`src/rtl/alu_req_arbiter.sv`:
```
// alu_req_arbiter: shares one tinyalu between N_REQ requesters.
// Round-robin grant, operands latched and held on the ALU port, alu_start
// held until alu_done, then a one-cycle tagged response to the winner.
// Opcode 000 is a no-op: answered with result 0 without touching the ALU.
// Optional feature macro: ALU_TIMEOUT_EN adds a BUSY watchdog that aborts
// after TIMEOUT_CYC cycles with rsp_err=1; without it rsp_err is tied low.
module alu_req_arbiter #(
    parameter int N_REQ       = 4,
    parameter int DATA_W      = 8,
    parameter int TIMEOUT_CYC = 16
) (
    input  logic                       clk,
    input  logic                       reset,
    input  logic [N_REQ-1:0]           req_valid,
    input  logic [N_REQ*DATA_W-1:0]    req_a,
    input  logic [N_REQ*DATA_W-1:0]    req_b,
    input  logic [N_REQ*3-1:0]         req_op,
    output logic [N_REQ-1:0]           req_ready,
    output logic                       rsp_valid,
    output logic [$clog2(N_REQ)-1:0]   rsp_id,
    output logic [2*DATA_W-1:0]        rsp_result,
    output logic                       rsp_err,
    output logic [DATA_W-1:0]          alu_a,
    output logic [DATA_W-1:0]          alu_b,
    output logic [2:0]                 alu_op,
    output logic                       alu_start,
    output logic                       alu_reset_n,
    input  logic                       alu_done,
    input  logic [2*DATA_W-1:0]        alu_result
);

    localparam int ID_W = $clog2(N_REQ);

    typedef enum logic [1:0] {
        S_IDLE,
        S_BUSY,
        S_RESP
    } state_t;

    state_t                state_q, state_d;
    logic [ID_W-1:0]       ptr_q, ptr_d;
    logic [ID_W-1:0]       id_q, id_d;
    logic [DATA_W-1:0]     a_q, a_d;
    logic [DATA_W-1:0]     b_q, b_d;
    logic [2:0]            op_q, op_d;
    logic                  start_q, start_d;
    logic [2*DATA_W-1:0]   result_q, result_d;

`ifdef ALU_TIMEOUT_EN
    localparam int CNT_W = $clog2(TIMEOUT_CYC + 1);
    logic [CNT_W-1:0]      cnt_q, cnt_d;
    logic                  err_q, err_d;
`endif

    // Arbitration result for the current cycle
    logic                  win_found;
    logic [ID_W-1:0]       win_id;
    logic [DATA_W-1:0]     win_a;
    logic [DATA_W-1:0]     win_b;
    logic [2:0]            win_op;

    // Round-robin search: first valid requester starting just after the last winner
    always_comb begin
        int idx;
        idx       = 0;
        win_found = 1'b0;
        win_id    = '0;
        for (int i = 1; i <= N_REQ; i++) begin
            idx = int'(ptr_q) + i;
            if (idx >= N_REQ) begin
                idx = idx - N_REQ;
            end
            if (!win_found && req_valid[idx]) begin
                win_found = 1'b1;
                win_id    = ID_W'(idx);
            end
        end
        win_a  = req_a[int'(win_id)*DATA_W +: DATA_W];
        win_b  = req_b[int'(win_id)*DATA_W +: DATA_W];
        win_op = req_op[int'(win_id)*3 +: 3];
    end

    // Next-state and grant logic for the IDLE/BUSY/RESP sequencer
    always_comb begin
        // NOTE: every signal assigned here gets a default first, so no path
        // through the case statement can leave one unassigned and infer a latch.
        state_d   = state_q;
        ptr_d     = ptr_q;
        id_d      = id_q;
        a_d       = a_q;
        b_d       = b_q;
        op_d      = op_q;
        start_d   = start_q;
        result_d  = result_q;
        req_ready = '0;
`ifdef ALU_TIMEOUT_EN
        cnt_d     = cnt_q;
        err_d     = err_q;
`endif
        case (state_q)
            S_IDLE: begin
                if (win_found) begin
                    req_ready[win_id] = 1'b1;
                    ptr_d             = win_id;
                    id_d              = win_id;
                    a_d               = win_a;
                    b_d               = win_b;
                    op_d              = win_op;
`ifdef ALU_TIMEOUT_EN
                    err_d             = 1'b0;
                    cnt_d             = '0;
`endif
                    if (win_op != 3'b000) begin
                        start_d = 1'b1;
                        state_d = S_BUSY;
                    end else begin
                        // No-op never raises alu_done, so answer directly
                        result_d = '0;
                        state_d  = S_RESP;
                    end
                end
            end
            S_BUSY: begin
                if (alu_done) begin
                    result_d = alu_result;
                    start_d  = 1'b0;
                    state_d  = S_RESP;
                end
`ifdef ALU_TIMEOUT_EN
                else if (cnt_q == CNT_W'(TIMEOUT_CYC - 1)) begin
                    result_d = '0;
                    err_d    = 1'b1;
                    start_d  = 1'b0;
                    state_d  = S_RESP;
                end else begin
                    cnt_d = cnt_q + 1'b1;
                end
`endif
            end
            S_RESP: begin
                state_d = S_IDLE;
            end
            default: begin
                state_d = S_IDLE;
            end
        endcase
    end

    // State and datapath registers, synchronous reset
    always_ff @(posedge clk) begin
        // NOTE: sequential state uses non-blocking assignments so every register
        // samples pre-edge values regardless of statement order.
        if (reset) begin
            state_q  <= S_IDLE;
            ptr_q    <= ID_W'(N_REQ - 1);
            id_q     <= '0;
            a_q      <= '0;
            b_q      <= '0;
            op_q     <= '0;
            start_q  <= 1'b0;
            result_q <= '0;
`ifdef ALU_TIMEOUT_EN
            cnt_q    <= '0;
            err_q    <= 1'b0;
`endif
        end else begin
            state_q  <= state_d;
            ptr_q    <= ptr_d;
            id_q     <= id_d;
            a_q      <= a_d;
            b_q      <= b_d;
            op_q     <= op_d;
            start_q  <= start_d;
            result_q <= result_d;
`ifdef ALU_TIMEOUT_EN
            cnt_q    <= cnt_d;
            err_q    <= err_d;
`endif
        end
    end

    assign rsp_valid   = (state_q == S_RESP);
    assign rsp_id      = id_q;
    assign rsp_result  = result_q;
    assign alu_a       = a_q;
    assign alu_b       = b_q;
    assign alu_op      = op_q;
    assign alu_start   = start_q;
    assign alu_reset_n = ~reset;

`ifdef ALU_TIMEOUT_EN
    assign rsp_err = err_q & (state_q == S_RESP);
`else
    assign rsp_err = 1'b0;
`endif

endmodule
```
`config.mk`:
```
export PLATFORM = sky130hd
export DESIGN_NAME = alu_req_arbiter
export DESIGN_NICKNAME = d
export VERILOG_FILES = /design/src/rtl/alu_req_arbiter.sv
export SDC_FILE = /design/constraint.sdc
export NUM_CORES = 1
export LEC_CHECK = 0
export CAP_MARGIN = 20
export CORE_MARGIN = 4
export CORE_UTILIZATION = 32
export CTS_CLUSTER_DIAMETER = 100
export DETAILED_ROUTE_END_ITERATION = 7
export GPL_TIMING_DRIVEN = 0
export PLACE_DENSITY = 0.88
export SLEW_MARGIN = 30
export SYNTH_ARGS = -nofsm -noshare
export SYNTH_HDL_FRONTEND = slang
export SYNTH_SLANG_ARGS = --single-unit
```
`constraint.sdc`:
```
create_clock -name clk -period 2.1 [get_ports clk]
set_input_delay 0.42 -clock clk [delete_from_list [all_inputs] [get_ports clk]]
set_output_delay 0.42 -clock clk [all_outputs]
set_load 0.005 [all_outputs]
```
Yosys cells after proc, flatten, opt, wreduce, memory -nomap -nowiden
Index checks and enable logic that the tools add are counted.
Storage, ports and cells
  flip-flop bits (word level): 42
  logic and storage cells: 91
Cells by class
  $add $sub $neg: 8
  $mul: 1
  magnitude comparators: 10
  equal/unequal tests: 6
  shift-type cells: 3
  muxes and demuxes: 40
  bitwise logic cells: 1
  reduce and logical (&&, ||, !) cells: 14
Operators with widths (number)
  less-than comparator 32 x 4 -> 1 bit, second input constant: 4
  2-to-1 mux 32 bit: 4
  variable part select 32 x 6 -> 8 bit: 2
  2-to-1 mux 16 bit: 3
  one-hot mux 16 bit (2 select lines): 1
  2-to-1 mux 1 bit: 16
  2-to-1 mux 2 bit: 7
  variable part select 12 x 5 -> 3 bit: 1
  subtractor 3 x 3 -> 4 bit, second input constant: 3
  greater-or-equal comparator 3 bit, second input constant: 3
  binary-select mux 1 bit (select 2 bit): 4
  2-to-1 mux 4 bit: 2
  != test 2 bit, second input constant: 4
  AND reduction 4 bit: 2
  adder 2 x 2 -> 3 bit, second input constant: 2
  subtractor 4 x 3 -> 5 bit, second input constant: 1
  adder 2 x 3 -> 4 bit, second input constant: 1
  greater-or-equal comparator 4 x 3 -> 1 bit, second input constant: 1
  logical AND 1 bit: 4
  multiplier 2 x 2 -> 4 bit, second input constant: 1
  one-hot mux 2 bit (2 select lines): 1
  AND reduction 2 bit: 2
  adder 2 x 1 -> 3 bit, second input constant: 1
  logical NOT 1 bit: 3
  10 further kinds: 10

Longest topological paths before layout
  word-level depth: 22
  depth in mapped cells: 8
  gate-level depth less buffers: 5

Least setup slack after synthesis
OpenSTA, ideal clock, no wires.
  kind: input-to-reg
  start: input port req_valid[3]
  end: register result_q[10] (netlist: rsp_result[10])
  arrival time: 2003 ps
  data required time: 1983 ps
  setup slack: -21 ps
  stages on the path: 8
  buffers on the path: 3
  cell sequence: and2b_1 > o221a_1 > buf_4 > mux2i_1 > or4_1 > buf_2 > buf_6 > a32o_1
On the way
  longest elaborated chain between the ends: 18
RTL lines
  start: declaration: line 14  | input logic [N_REQ-1:0] req_valid,
  binary-select mux 1 bit (select 2 bit): line 73  | if (!win_found && req_valid[idx]) begin
  2-to-1 mux 1 bit (implied by the code) (2 in series): line 73
  2-to-1 mux 1 bit: line 73
  logical NOT 1 bit: line 73
  logical AND 1 bit: line 73
  2-to-1 mux 1 bit: line 73
  logical NOT 1 bit: line 73
  logical AND 1 bit: line 73
  2-to-1 mux 1 bit: line 73
  logical NOT 1 bit: line 73
  logical AND 1 bit: line 73
  2-to-1 mux 2 bit: line 73
  multiplier 2 x 2 -> 4 bit: line 80  | win_op = req_op[int'(win_id)*3 +: 3];
  variable part select 12 x 5 -> 3 bit: line 80
  nonzero test 3 bit: line 113  | if (win_op != 3'b000) begin
  != test 2 bit (no line)
  AND reduction 4 bit (no line) (*)
  end signal: assignment: line 174  | result_q <= result_d;
  end: declaration: line 47  | logic [2*DATA_W-1:0] result_q, result_d;
Every way passes the cells marked *; elsewhere a longest branch is shown, timed or not. The select of a mux whose other input is x is not followed.
A chain may end at the register's enable or synchronous reset.

Final worst setup path
  start: register ptr_q[0]
  end: register result_q[11] (netlist: rsp_result[11])
On the way
  longest elaborated chain between the ends: 21
RTL lines
  start: declaration: line 41  | logic [ID_W-1:0] ptr_q, ptr_d;
  start signal: assignment: line 155  | ptr_q <= ID_W'(N_REQ - 1);
  start signal: assignment: line 168  | ptr_q <= ptr_d;
  adder 2 x 1 -> 3 bit: line 69  | idx = int'(ptr_q) + i;
  subtractor 3 x 3 -> 4 bit or greater-or-equal comparator 3 bit (tied branches): line 71, 70
  2-to-1 mux 32 bit: line 70  | if (idx >= N_REQ) begin
  binary-select mux 1 bit (select 2 bit): line 73
  2-to-1 mux 1 bit (implied by the code) (2 in series): line 73
  2-to-1 mux 1 bit: line 73
  logical NOT 1 bit: line 73
  logical AND 1 bit: line 73
  [... 4 more ...]
  logical NOT 1 bit: line 73
  logical AND 1 bit: line 73
  2-to-1 mux 2 bit: line 73
  multiplier 2 x 2 -> 4 bit: line 80
  variable part select 12 x 5 -> 3 bit: line 80
  nonzero test 3 bit: line 113
  != test 2 bit (no line)
  AND reduction 4 bit (no line) (*)
Marked as above.

==> implementation parameters <==
Parameter                              Value

Status
  Outcome ... finished with violations
  Failing checks ... negative setup slack

Logic synthesis
  Syn Inst Count ... ~230
  Total standard cell area after synthesis ... roughly 2100 um^2
  Async set-or-reset flop fraction in the synthesized netlist ... 0%
  Fraction of post-synthesis cell area in the top cell type by area ... between 30% and 40%
  Ys flop type ... sky130_fd_sc_hd__dfxtp_1
  Library cell occupying the most area in the post-synthesis netlist ... sky130_fd_sc_hd__dfxtp_1
  Avg Synthesized Cell Area ... ~9.2 um^2
  Ys Warns ... 0
  Syn Nets ... around 330
  Cell types with the largest area share after synthesis ... sky130_fd_sc_hd__dfxtp_1 (39%), sky130_fd_sc_hd__mux2i_1 (19%), sky130_fd_sc_hd__a32o_1 (16%), sky130_fd_sc_hd__nand2_1 (7.2%), sky130_fd_sc_hd__clkbuf_1 (2.4%)
  Ranking of synthesized cells by instance count ... sky130_fd_sc_hd__dfxtp_1 (42), sky130_fd_sc_hd__mux2i_1 (41), sky130_fd_sc_hd__nand2_1 (41), sky130_fd_sc_hd__a32o_1 (35), sky130_fd_sc_hd__clkbuf_1 (14)
  Library cells used by synthesis ... 32
  Number of synthesized flops with an enable pin ... 0
  Fraction of the yosys area taken by sequential cells ... slightly below 40%
  Register bit count reported by yosys ... 42
  Dominant cell by count in the synthesized netlist ... sky130_fd_sc_hd__dfxtp_1

Place
  Count of port buffers added during placement ... between 100 and 150
  Global placer's final weighted congestion ... between 0.8 and 0.9
  Worst slack at placement ... -1.25 ns
  Cell area reported after detailed placement ... around 3700 um^2
  HPWL Detailed ... about 6200 um

Drt
  First-pass iteration count of the detailed router ... 4
  Antenna-violating nets left ... 0
  Via density per instance ... 5.26
  Drt initial violations ... between 60 and 70
  Post-detailed-route DRC marker count ... 0
  Detailed-route wire length per cell ... roughly 18 um
  Via count ... around 2500
  Total wire length after detailed routing ... between 8000 and 9000 um

Die
  Die boundary height ... roughly 90 um
  Site row count ... 29
  Effective utilization at floorplan ... about a third
  Top Ports ... 144
  Area of the core ... approximately 6400 um^2
  Die outline area ... 8080 um^2
  Width of the die ... about 90 um

GRT
  Global-route total usage across every layer ... about 20%
  Number of global-route vias before repair ... 2555
  Leftover overflow at the end of global routing ... 0
  Global-route wire length before repair ... between 10000 and 15000 um
  Largest net degree at the start of global routing ... 15
  Initial antenna violation count ... 0

STA
  Final worst path period share ... 104%
  RSZ-0062 raised after global routing ... yes
  Fmax ... ~460 MHz
  Tightest Pin Transition ... approximately 0.53 ns
  Hold_ws ... between 0.4 and 0.5 ns
  Final critical-path setup slack ... -0.0928 ns
  Final hold violation count ... 0
  Relative slew slack ... between 60% and 70%
  Post-route minimum period ... about 2.2 ns
  Final setup viols ... 13
  Max-slew violations ... 0
  Setup clock skew after layout ... roughly 0.0066 ns

Cells and area
  Nets@finish ... approximately 490
  Layout area overhead ... 89.9%
  Area of combinational cells with multiple inputs ... between 1000 and 1500 um^2
  Total non-filler cell area in the finished layout ... 4070 um^2
  Post-route core utilization ... 63.4%
  Area taken by flip-flops and latches ... around 840 um^2
  Fraction of layout instances using a drive strength above 1 ... 14.9%
  Fillers ... between 500 and 600
  Number of inserted diodes ... 0

Clock tree
  Hold-fix buffer count after cts ... 0
  Deepest clock path buffer count ... 2
  Clk slew on worst S/H paths ... around 0.090 ns
  Total number of clock tree sinks ... 42
  H-tree depth reported by CTS ... 2
  Worst-skew pair later-pin latency ... just under 0.3 ns
  Number of buffers created by CTS ... 5
  Clock tree from TritonCTS ... yes
  Clock root buffer master ... sky130_fd_sc_hd__clkbuf_8

Pwr
  Sequential power share ... between 30% and 40%
  Cell internal power dissipation ... 2.40 mW
  Power density relative to cell area ... ~860 nW/um^2
  Worst vdd rail ir drop ... 0.454 mV
  Static power due to leakage ... approximately 1.6 nW
  Net switching component of the power ... approximately 1.1 mW
  Clock share of power ... around 22%
  Gate power share ... between 40% and 50%
  Switching power as a share of total power ... a little under a third

Job
  Number of max-cap violations ... 0

Critical path
  Maximum fanout encountered on the critical timing path ... 8
  Critical path endpoint category ... flip-flop
  Crit path launch type ... flip-flop
  Required time reported for the critical path endpoint ... approximately 2.3 ns
  Crit Path Category ... flip-flop to flip-flop
  Data arrival time of the critical path ... around 2.4 ns

Min path
  Classification of the worst-slack hold path ... flip-flop to flip-flop
-- cell families after synthesis --
logic type             synth area share [%]
and+or+nand+nor                        14.4
AOI/OAI and AO/OA                      21.3
muxes                                  19.6
DFF                                    39.2
buffers and inverters                  5.31
other                                 0.175
-- power groups by stage --
stage	combinational (mW)	clock, mW	sequential, mW
after floorplan	0.692	0	1.08
after global placement	1.41	0	1.07
after detailed placement	1.43	0	1.08
after CTS	1.57	0.790	1.07
after global routing	1.76	0.830	1.11
final	1.63	0.775	1.09
-- final timing paths --
check,startpoint,end,slack (ns),cells past startpoint
hold reg to reg,alu_a[4],alu_a[4],0.47,1
hold / removal,alu_a[4],alu_a[4],0.47,1
setup / recovery,ptr_q[0],rsp_result[11],-0.09,7
setup reg to reg,ptr_q[0],rsp_result[11],-0.09,7
-- sequential cells by signal, indices dropped and copies added (netlist names) --
| register | count |
|---|---|
| ptr_q | 2 |
| alu_b | 8 |
| alu_op | 3 |
| rsp_result | 16 |
| alu_start | 1 |
| alu_a | 8 |
| state_q | 2 |
| rsp_id | 2 |
-- critical path, stage by stage (launching register included) --
cell and delay (ns):
sky130_fd_sc_hd__dfxtp_2 0.34, sky130_fd_sc_hd__and2b_1 0.21, sky130_fd_sc_hd__o221a_4 0.27, sky130_fd_sc_hd__buf_8 0.13
sky130_fd_sc_hd__mux2i_4 0.18, sky130_fd_sc_hd__o41a_1 0.55, sky130_fd_sc_hd__buf_6 0.20, sky130_fd_sc_hd__a32o_1 0.21
-- area by class of cell --
class,instances,area share [%]
repair buffers,154,37.2
multi-input cells,166,32.2
flip-flops and latches,42,20.7
plain buffers,16,3.78
well taps,77,2.36
clock buffers,5,1.69
clock inverters,3,1.69
inverters,4,0.369
-- per-layer routing --
layer / wire [um] / vias up / global-route usage (%)
met1: 3470 / 1174 / 23.6
met3: 533 / 10 / 5.34
met2: 4170 / 92 / 34.5
met5: 0 / - / 0
met4: 109 / 0 / 4.85
li1: - / 1179 / -
-- stage by stage --
step | std cells | setup TNS, ns | total power [mW]
after global placement | 451 | -29.62 | 2.48
after CTS | 465 | -2.39 | 3.43
final | 467 | -0.938 | 3.49
after detailed placement | 451 | -31.13 | 2.51
after floorplan | 233 | 0 | 1.77
after global routing | 467 | -2.06 | 3.69
-- cells in the final DEF (no fill, tap or decap), types with 2 or more instances in the layout --
cell type	instances
sky130_fd_sc_hd__buf_4	10
sky130_fd_sc_hd__bufinv_16	2
sky130_fd_sc_hd__nor3_1	7
sky130_fd_sc_hd__a32o_1	35
sky130_fd_sc_hd__mux2i_4	3
sky130_fd_sc_hd__clkdlybuf4s15_2	3
sky130_fd_sc_hd__buf_8	4
sky130_fd_sc_hd__clkdlybuf4s50_1	133
sky130_fd_sc_hd__clkbuf_1	7
sky130_fd_sc_hd__clkbuf_8	5
sky130_fd_sc_hd__dfxtp_1	39
sky130_fd_sc_hd__nor2_1	10
sky130_fd_sc_hd__a21oi_1	2
sky130_fd_sc_hd__dfxtp_2	3
sky130_fd_sc_hd__o21ai_0	3
sky130_fd_sc_hd__mux2i_1	37
sky130_fd_sc_hd__nor3_2	2
sky130_fd_sc_hd__buf_2	4
sky130_fd_sc_hd__buf_6	6
sky130_fd_sc_hd__nand2_1	40
sky130_fd_sc_hd__o21ai_1	2
sky130_fd_sc_hd__inv_1	4
sky130_fd_sc_hd__nand2b_4	2
-- timing repair --
item	4_1_cts	5_1_grt
resized for setup	60	32
cloned	1	1
pin swaps	17	19
setup endpoints to repair	42	40
setup buffers	6	5
Note: power is estimated with default switching activity, not from simulation.
